File: config.mk
export PLATFORM = sky130hd
export DESIGN_NAME = bus_rd_arb_flat
export DESIGN_NICKNAME = d
export VERILOG_FILES = /design/src/rtl/bus_rd_arb_if.sv /design/src/rtl/bus_rd_arb.sv /design/src/flat_wrapper.sv
export SDC_FILE = /design/constraint.sdc
export NUM_CORES = 1
export LEC_CHECK = 0
export CAP_MARGIN = 20
export CORE_ASPECT_RATIO = 2
export CORE_MARGIN = 4
export CORE_UTILIZATION = 38
export DETAILED_ROUTE_END_ITERATION = 8
export GPL_ROUTABILITY_DRIVEN = 0
export GPL_TIMING_DRIVEN = 0
export HOLD_SLACK_MARGIN = 0.02
export PLACE_DENSITY = 0.93
export SYNTH_ARGS = -nofsm -noshare
export SYNTH_HDL_FRONTEND = slang
export SYNTH_SLANG_ARGS = --single-unit
export TNS_END_PERCENT = 10
File: constraint.sdc
create_clock -name clk -period 2.1 [get_ports clk]
set_clock_uncertainty 0.1 [all_clocks]
set_input_delay 0.42 -clock clk [delete_from_list [all_inputs] [get_ports clk]]
set_output_delay 0.42 -clock clk [all_outputs]
set_load 0.03 [all_outputs]
File: src/rtl/bus_rd_arb_if.sv
// Read-path bundle between two requesting masters, the arbiter and memory.
// Modports: slave = arbiter view, master = environment (masters + memory).
interface bus_rd_arb_if #(
  parameter int ADDR_WIDTH = 32,
  parameter int DATA_WIDTH = 64
);
  logic [1:0]              m_arvalid;
  logic [1:0]              m_arready;
  logic [2*ADDR_WIDTH-1:0] m_araddr;
  logic [1:0]              m_rvalid;
  logic [1:0]              m_rready;
  logic [DATA_WIDTH-1:0]   m_rdata;
  logic [1:0]              m_rresp;
  logic                    s_arvalid;
  logic                    s_arready;
  logic [ADDR_WIDTH-1:0]   s_araddr;
  logic                    s_rvalid;
  logic                    s_rready;
  logic [DATA_WIDTH-1:0]   s_rdata;
  logic [1:0]              s_rresp;

  modport slave (
    input  m_arvalid, m_araddr, m_rready,
    input  s_arready, s_rvalid, s_rdata, s_rresp,
    output m_arready, m_rvalid, m_rdata, m_rresp,
    output s_arvalid, s_araddr, s_rready
  );

  modport master (
    output m_arvalid, m_araddr, m_rready,
    output s_arready, s_rvalid, s_rdata, s_rresp,
    input  m_arready, m_rvalid, m_rdata, m_rresp,
    input  s_arvalid, s_araddr, s_rready
  );
endinterface

File: src/rtl/bus_rd_arb.sv
// Two-master (IFU=0, LSU=1) read arbiter, one outstanding transaction.
// Ports: clk, rst_n (sync, active-low), bus (bus_rd_arb_if.slave), busy.
// Macro BUS_RD_ARB_FIXED_PRIO_EN: LSU always wins ties (else round-robin).
module bus_rd_arb #(
  parameter int ADDR_WIDTH = 32,
  parameter int DATA_WIDTH = 64
) (
  input  logic              clk,
  input  logic              rst_n,
  bus_rd_arb_if.slave       bus,
  output logic              busy
);

  typedef enum logic [1:0] {
    IDLE,
    AR,
    R,
    RESP
  } state_t;

  state_t                state_q, state_d;
  logic                  owner_q, owner_d;
  logic                  last_q, last_d;
  logic [ADDR_WIDTH-1:0] addr_q, addr_d;
  logic [DATA_WIDTH-1:0] rdata_q, rdata_d;
  logic [1:0]            rresp_q, rresp_d;
  logic                  s_arvalid_q, s_arvalid_d;
  logic                  s_rready_q, s_rready_d;
  logic [1:0]            m_rvalid_q, m_rvalid_d;
  logic [1:0]            grant;
  logic                  win;

  always_comb begin
`ifdef BUS_RD_ARB_FIXED_PRIO_EN
    win = bus.m_arvalid[1];
`else
    // On a tie, favour whoever was not served last.
    if (&bus.m_arvalid) win = ~last_q;
    else                win = bus.m_arvalid[1];
`endif
  end

  always_comb begin
    state_d     = state_q;
    owner_d     = owner_q;
    last_d      = last_q;
    addr_d      = addr_q;
    rdata_d     = rdata_q;
    rresp_d     = rresp_q;
    s_arvalid_d = s_arvalid_q;
    s_rready_d  = s_rready_q;
    m_rvalid_d  = m_rvalid_q;
    grant       = 2'b00;
    unique case (state_q)
      IDLE: begin
        if (|bus.m_arvalid) begin
          grant       = win ? 2'b10 : 2'b01;
          owner_d     = win;
          addr_d      = win ? bus.m_araddr[ADDR_WIDTH +: ADDR_WIDTH]
                            : bus.m_araddr[0 +: ADDR_WIDTH];
          s_arvalid_d = 1'b1;
          state_d     = AR;
        end
      end
      AR: begin
        if (bus.s_arready) begin
          s_arvalid_d = 1'b0;
          s_rready_d  = 1'b1;
          state_d     = R;
        end
      end
      R: begin
        if (bus.s_rvalid) begin
          rdata_d    = bus.s_rdata;
          rresp_d    = bus.s_rresp;
          s_rready_d = 1'b0;
          m_rvalid_d = owner_q ? 2'b10 : 2'b01;
          state_d    = RESP;
        end
      end
      RESP: begin
        if (bus.m_rready[owner_q]) begin
          m_rvalid_d = 2'b00;
          last_d     = owner_q;
          state_d    = IDLE;
        end
      end
      default: state_d = IDLE;
    endcase
  end

  always_ff @(posedge clk) begin
    if (!rst_n) begin
      state_q     <= IDLE;
      owner_q     <= 1'b0;
      last_q      <= 1'b1;
      addr_q      <= '0;
      rdata_q     <= '0;
      rresp_q     <= 2'b00;
      s_arvalid_q <= 1'b0;
      s_rready_q  <= 1'b0;
      m_rvalid_q  <= 2'b00;
    end else begin
      state_q     <= state_d;
      owner_q     <= owner_d;
      last_q      <= last_d;
      addr_q      <= addr_d;
      rdata_q     <= rdata_d;
      rresp_q     <= rresp_d;
      s_arvalid_q <= s_arvalid_d;
      s_rready_q  <= s_rready_d;
      m_rvalid_q  <= m_rvalid_d;
    end
  end

  // Grant is the only combinational output; hold it off during reset.
  assign bus.m_arready = grant & {2{rst_n}};
  assign bus.m_rvalid  = m_rvalid_q;
  assign bus.m_rdata   = rdata_q;
  assign bus.m_rresp   = rresp_q;
  assign bus.s_arvalid = s_arvalid_q;
  assign bus.s_araddr  = addr_q;
  assign bus.s_rready  = s_rready_q;
  assign busy          = (state_q != IDLE);

endmodule

File: src/flat_wrapper.sv
// flat-port wrapper written by rule: the top's interface ports become plain ports
module bus_rd_arb_flat 
#(
  parameter int ADDR_WIDTH = 32,
  parameter int DATA_WIDTH = 64
)
  (clk, rst_n, busy, bus_m_arvalid, bus_m_araddr, bus_m_rready, bus_s_arready, bus_s_rvalid, bus_s_rdata, bus_s_rresp, bus_m_arready, bus_m_rvalid, bus_m_rdata, bus_m_rresp, bus_s_arvalid, bus_s_araddr, bus_s_rready);
  bus_rd_arb_if #(.ADDR_WIDTH(ADDR_WIDTH), .DATA_WIDTH(DATA_WIDTH)) bus_i ();
  input  logic clk;
  input  logic rst_n;
  output logic busy;
  input wire logic [$bits(bus_i.m_arvalid)-1:0] bus_m_arvalid;
  input wire logic [$bits(bus_i.m_araddr)-1:0] bus_m_araddr;
  input wire logic [$bits(bus_i.m_rready)-1:0] bus_m_rready;
  input wire logic [$bits(bus_i.s_arready)-1:0] bus_s_arready;
  input wire logic [$bits(bus_i.s_rvalid)-1:0] bus_s_rvalid;
  input wire logic [$bits(bus_i.s_rdata)-1:0] bus_s_rdata;
  input wire logic [$bits(bus_i.s_rresp)-1:0] bus_s_rresp;
  output wire logic [$bits(bus_i.m_arready)-1:0] bus_m_arready;
  output wire logic [$bits(bus_i.m_rvalid)-1:0] bus_m_rvalid;
  output wire logic [$bits(bus_i.m_rdata)-1:0] bus_m_rdata;
  output wire logic [$bits(bus_i.m_rresp)-1:0] bus_m_rresp;
  output wire logic [$bits(bus_i.s_arvalid)-1:0] bus_s_arvalid;
  output wire logic [$bits(bus_i.s_araddr)-1:0] bus_s_araddr;
  output wire logic [$bits(bus_i.s_rready)-1:0] bus_s_rready;
  assign bus_i.m_arvalid = bus_m_arvalid;
  assign bus_i.m_araddr = bus_m_araddr;
  assign bus_i.m_rready = bus_m_rready;
  assign bus_i.s_arready = bus_s_arready;
  assign bus_i.s_rvalid = bus_s_rvalid;
  assign bus_i.s_rdata = bus_s_rdata;
  assign bus_i.s_rresp = bus_s_rresp;
  assign bus_m_arready = bus_i.m_arready;
  assign bus_m_rvalid = bus_i.m_rvalid;
  assign bus_m_rdata = bus_i.m_rdata;
  assign bus_m_rresp = bus_i.m_rresp;
  assign bus_s_arvalid = bus_i.s_arvalid;
  assign bus_s_araddr = bus_i.s_araddr;
  assign bus_s_rready = bus_i.s_rready;
  bus_rd_arb #(.ADDR_WIDTH(ADDR_WIDTH), .DATA_WIDTH(DATA_WIDTH)) u_core (.clk(clk), .rst_n(rst_n), .bus(bus_i), .busy(busy));
endmodule
==> results.md <==
- Post-synth top flop: dfxtp_1
- Setup violators final: 0
- Commonest non-fill, non-tap cell in the layout: clkdlybuf4s50_1
- Yosys top cell by area: dfxtp_1
- Core Box Area: 0.0105 mm2
- CP Cell Sequence: inv_2, ha_4, and4_1, buf_4, buf_8, buf_6
- Most used routing layer: met2
- Root buffer cell: clkbuf_16
- Ant. Diodes: 0
- Pin count of the biggest net entering global routing: 18
- Drt wl/cell: 16.8 um
- Synth top area cells: dfxtp_1 (51%), nand2_1 (18%), a21boi_0 (12%), a22oi_1 (5.5%), ha_1 (1.5%)
- Clock period minus worst slack: around 2100 ps
- Met3 global-route usage: roughly 5.0%
- Worst skew pair latency: 330 ps
- Syn. warnings: 0
- Non-filler instance count after layout: ~880
- Achievable Freq: between 400 and 500 MHz
- Final ANT Viol Nets: 0
- Row Count: 53
- DRC: 0
- 1st-pass router iterations: 5
- Pwr Density: roughly 970 mW/mm2
- Post-Place Cells: roughly 870
- Mean Syn Cell Area: 8.47 um2
- WL final: ~15 mm
- Post-layout net count: a little under 900
- Max IR drop VDD: ~590 uV
- Global route total overflow: 0
- Clock Tree Buf Depth: 2
- CP max stage delay: 370 ps
- Final WS setup: between 20 and 25 ps
- Detailed-route via count: 4324
- Tcrit/Tclk final: a little over nine tenths
- Post-synth EDFFs: 0
- CP Class: reg -> out
- Crit path launch type: flip-flop
- Minimum hold slack: 336 ps
- CP max FO: 10
- Starting density of the core: roughly 40%
- Share of cells above drive strength 1: 6.31%
- Fraction of registers with async set/reset: 0%
- Htree depth: 3
- Status: complete, no violations
- Relative slew slack: between 60 and 70%
- Sequential fraction of the synthesis area: about 51%
- Synthesized area: 0.00413 mm2
- # fillers: 789
- Leak Pwr: 2.64 nW
- Post-Syn Instances: 487
- Met1 Use GR: 19.6%
- Syn_nets: 630
- Worst-path clk slew: 70 ps
- Vias in the first global route: 4502
- Synth-to-Final Area Change: 71.0%
- Final HPWL DP: about 12 mm
- Vias per cell: approximately 4.9
- Worst-margin pin slew: 491 ps
- Worst hold path type: reg -> reg
- Die Width: roughly 80 um
- Chip Height: approximately 160 um
- Most frequent cells in the layout: clkdlybuf4s50_1 (236), nand2_1 (203), dfxtp_1 (103)
- Fin area: between 0.007 and 0.008 mm2
- CP Data Required Time: about 1600 ps
- Area share of the largest cell type after synthesis: between 50 and 60%
- Global Route met2 Usage: between 40 and 50%
- Clock sinks: ~110
- Boundary pin count: about 240
- Placed Area: approximately 0.0067 mm2
- Slowest CP cell: dfxtp_2
- Final hold violation count: 0
- Buffers on Ports: between 200 and 250
- Dpl ws: -873 ps
- CP endpoint kind: output pin
- First-pass GRT wire length: approximately 22 mm
- Unrepaired setup endpoints after global routing: true
- Initial drt markers: around 150
- CTS tree: yes
- Synth cell types: 29
- Initial antenna violation count: 0
- Die area: about 0.013 mm2
- Hold_buf cts: 0
- Max Cap Viol: 0
- Final setup TNS: 0 ps
- Total GRT Usage: ~22%
- Number of CTS-inserted buffers: 9
- Max Slew Vio Count: 0
- Worst Path Arrival: between 1500 and 2000 ps
- Flop and latch count out of synthesis: 106
cells in the mapped netlist, types with 3 or more instances:
master    instances
dfxtp_1         106
nor2_1            3
clkbuf_1         13
ha_1              5
buf_1             4
buf_4             3
a22oi_1          30
o21ai_0           5
buf_6             3
nand2_1         203
buf_2            12
and2_1            3
mux2i_1           5
nor2b_1           4
inv_1             3
a21boi_0         67
a21oi_1           5
flip-flops by register name, indices dropped and copies added (netlist names):
| name | flops |
|---|---|
| u_core.bus.m_rdata | 64 |
| u_core.bus.s_araddr | 32 |
| u_core.bus.m_rresp | 2 |
| u_core.bus.m_rvalid | 2 |
| u_core.state_q | 2 |
| u_core.bus.s_arvalid | 1 |
| u_core.bus.s_rready | 1 |
| u_core.last_q | 1 |
| u_core.owner_q | 1 |
layout make-up:
cell class,instances,area [um2],area share [%]
Tap cell,137,171,2.43
Timing Repair Buffer,242,2410,34.2
Multi-Input combinational cell,343,1830,26.0
Inverter,3,13.8,0.195
Clock inverter,6,66.3,0.940
Buffer,35,199,2.82
Clock buffer,10,229,3.25
Sequential cell,106,2130,30.2
critical path, delay by kind of cell (launching register included):
kind	cells	cell delay (ps)
flops	1	370
buf+inv	4	500
simple gates	1	180
fa+ha+maj	1	170
power breakdown:
group          switching, mW  total (mW)  internal [mW]
sequential             0.212        2.59           2.37
clock                  0.743        1.67          0.930
combinational           1.45        2.60           1.14
path summary, 6_finish.rpt:
path / from / to / slack (ps) / cells past startpoint
setup / recovery: u_core.state_q[1]$_SDFFE_PN0P_ / bus_m_arready[0] / 20 / 6
hold / removal: u_core.bus.s_araddr[7]$_SDFFE_PN0P_ / u_core.bus.s_araddr[7]$_SDFFE_PN0P_ / 340 / 2
setup reg to reg: u_core.state_q[0]$_SDFFE_PN0P_ / u_core.bus.m_rdata[59]$_SDFFE_PN0P_ / 190 / 7
hold reg to reg: u_core.bus.s_araddr[7]$_SDFFE_PN0P_ / u_core.bus.s_araddr[7]$_SDFFE_PN0P_ / 340 / 2
repair_timing:
action	in CTS	in global routing
resized for setup	27	9
setup buffers	0	1
setup endpoints to repair	3	10
pin swaps	0	1
through the flow:
| stage | power, mW | utilization [%] |
|---|---|---|
| 2_1_floorplan | 3.95 | - |
| 3_3_place_gp | 5.07 | 63.6 |
| 3_5_place_dp | 5.17 | 63.6 |
| 4_1_cts | 6.87 | 66.7 |
| 5_1_grt | 7.16 | 66.9 |
| 6_report | 6.85 | 66.9 |
logic make-up after synthesis:
logic type                 synth area share, %
AOI/OAI and AO/OA                         20.6
adders and majority gates                 1.52
buffers and inverters                     4.64
DFF                                       51.4
muxes                                     1.21
and+or+nand+nor                           20.6
routing by layer:
metal | vias to the layer above | part of all wire (%) | wire length (um)
met1 | 1991 | 33 | 4830
met3 | 42 | 6.5 | 957
li1 | 2110 | - | -
met2 | 181 | 56 | 8310
met4 | 0 | 4.6 | 678
met5 | - | 0 | 0
(Power assumes the default switching activity.)
==> RTL change (config.mk and constraints unchanged) <==
`ADDR_WIDTH` is set to 32 in 3 places; all go to 48.
--- a/src/rtl/bus_rd_arb_if.sv
+++ b/src/rtl/bus_rd_arb_if.sv
@@ -2,5 +2,5 @@
 // Modports: slave = arbiter view, master = environment (masters + memory).
 interface bus_rd_arb_if #(
-  parameter int ADDR_WIDTH = 32,
+  parameter int ADDR_WIDTH = 48,
   parameter int DATA_WIDTH = 64
 );
--- a/src/rtl/bus_rd_arb.sv
+++ b/src/rtl/bus_rd_arb.sv
@@ -3,5 +3,5 @@
 // Macro BUS_RD_ARB_FIXED_PRIO_EN: LSU always wins ties (else round-robin).
 module bus_rd_arb #(
-  parameter int ADDR_WIDTH = 32,
+  parameter int ADDR_WIDTH = 48,
   parameter int DATA_WIDTH = 64
 ) (
--- a/src/flat_wrapper.sv
+++ b/src/flat_wrapper.sv
@@ -2,5 +2,5 @@
 module bus_rd_arb_flat 
 #(
-  parameter int ADDR_WIDTH = 32,
+  parameter int ADDR_WIDTH = 48,
   parameter int DATA_WIDTH = 64
 )
Ports: changed (resized bus_m_araddr and bus_s_araddr); port bits go from 243 to 291. No check against the original RTL was run, so the function may have changed too.
==> RTL change against the original RTL <==
  * Setup slack gained 0.042 ns
  * Global-route usage is 1.0 points higher
  * Die area increased by 15%
  * Largest power group unchanged
  * Highest routed layer unchanged
  * Sequential cell count up 16
  * Fmax is 2.1% higher
  * Count of clock-buffer cells in the layout increased by 10
  * Cell area grew 23%
  * Area after synthesis is 16% higher
  * Power rose by 39%
  * Wire length is 17% higher
==> RTL change: results (changes against the original RTL) <==
Crit Path Max Fanout -> 4 (was 10)
Tot GR Track Use -> 0.232 (was 0.222)
Final-stage net count -> 1,050 (was 883)
Relative slew slack -> 0.508 (was 0.672)
Peak supply drop -> 0.898 mV (was 0.592 mV)
Wire length per cell -> 16.7 um (was 16.8 um)
Cells taking the most area after synthesis -> dfxtp_1, nand2_1, a21boi_0, a22oi_1, buf_6 (was dfxtp_1, nand2_1, a21boi_0, a22oi_1, ha_1)
Reg clk slew, reported paths -> 0.05 ns (was 0.07 ns)
Seq/Total Area, Yosys -> 0.508 (was 0.514)
Mux share of post-synthesis cell area -> 0.0104 (was 0.0121)
Total net switching power -> 3160 uW (was 2410 uW)
Synth cell types -> 30 (was 29)
Commonest cells in the netlist -> nand2_1, dfxtp_1, a21boi_0 (unchanged)
DR vias -> 5,042 (was 4,324)
Post-DP HPWL -> 13,200 um (was 11,900 um)
Post-synthesis adder-cell area fraction -> 0.0130 (was 0.0152)
DRT iter0 DRCs -> 174 (was 149)
Layout cells sized above 1 -> 0.0968 (was 0.0631)
First-pass GRT wire length -> 26,200 um (was 21,500 um)
Crit path DAT -> 1.51 ns (was 1.56 ns)
H-tree level count -> 4 (was 3)
Drt total wl -> 17,200 um (was 14,800 um)
CP max stage cell -> clkdlybuf4s50_1 (was dfxtp_2)
Outcome -> finished clean (unchanged)
Leak pwr -> 0.00333 uW (was 0.00264 uW)
DP Cell Count -> 992 (was 865)
Port bufs -> 290 (was 241)
==> RTL change: worst paths after layout <==
path,from,cells after the start,endpoint,slack [ns]
setup / recovery,rst_n,5,bus_m_arready[0],0.07
hold / removal,u_core.bus.s_araddr[31],2,u_core.bus.s_araddr[31],0.33
setup reg to reg,u_core.state_q[0],8,u_core.bus.m_rdata[61],0.15
hold reg to reg,u_core.bus.s_araddr[31],2,u_core.bus.s_araddr[31],0.33
==> RTL change: routing by layer <==
metal / routed length, um / vias to the layer above / global-route usage
met5: 0 / - / 0
met2: 9310 / 212 / 0.428
li1: - / 2486 / -
met1: 5950 / 2299 / 0.223
met4: 725 / 0 / 0.124
met3: 1260 / 45 / 0.0633
==> RTL change: final cells by class <==
class                   count  area [sq um]
well taps                 147           184
plain buffers              36           235
clock inverters            12           185
multi-input cells         391          2130
inverters                   5          18.8
flip-flops and latches    122          2440
fillers                   883          3610
repair buffers            302          2990
clock buffers              20           467
==> RTL change: power by group through the flow <==
stage	registers (uW)	clock network, uW	logic (uW)
2_1_floorplan	3870	0	877
3_3_place_gp	3020	0	3160
3_5_place_dp	3040	0	3200
4_1_cts	3000	3240	3340
5_1_grt	3050	3340	3540
6_report	3000	3180	3330
==> RTL change: worst max-delay path: cells and delay by family <==
family	cells	cell delay (ns)
buffers and inverters	3	0.79
AOI/OAI and AO/OA	1	0.21
and+or+nand+nor	1	0.08
==> RTL change: per-stage QoR <==
step,setup TNS [ns],setup slack (ns),hold slack [ns],instance area [sq um],util
floorplan,0,0.260,0.371,4810,-
finish,0,0.0657,0.334,8660,0.706
global placement,-16.86,-1.01,0.322,7890,0.644
global route,-0.0445,-0.0302,0.356,8660,0.706
CTS,-0.0175,-0.0175,0.335,8650,0.705
detailed placement,-18.30,-1.03,0.330,7890,0.644
==> RTL change: kinds of logic after synthesis <==
family                   count (synthesis)
multiplexers                             5
adder cells (fa/ha/maj)                  5
AND/OR/NAND/NOR                        245
buffers and inverters                   42
flip-flops                             122
AO/OA/AOI/OAI                          136
==> RTL change: timing repair <==
action                                  in CTS  in global routing
pin swaps                                    3                  1
hold buffers                                 0                  0
gates cloned                                 0                  0
setup buffers                               12                  0
endpoints found under the setup margin       3                 43
gates resized for setup                     26                  6
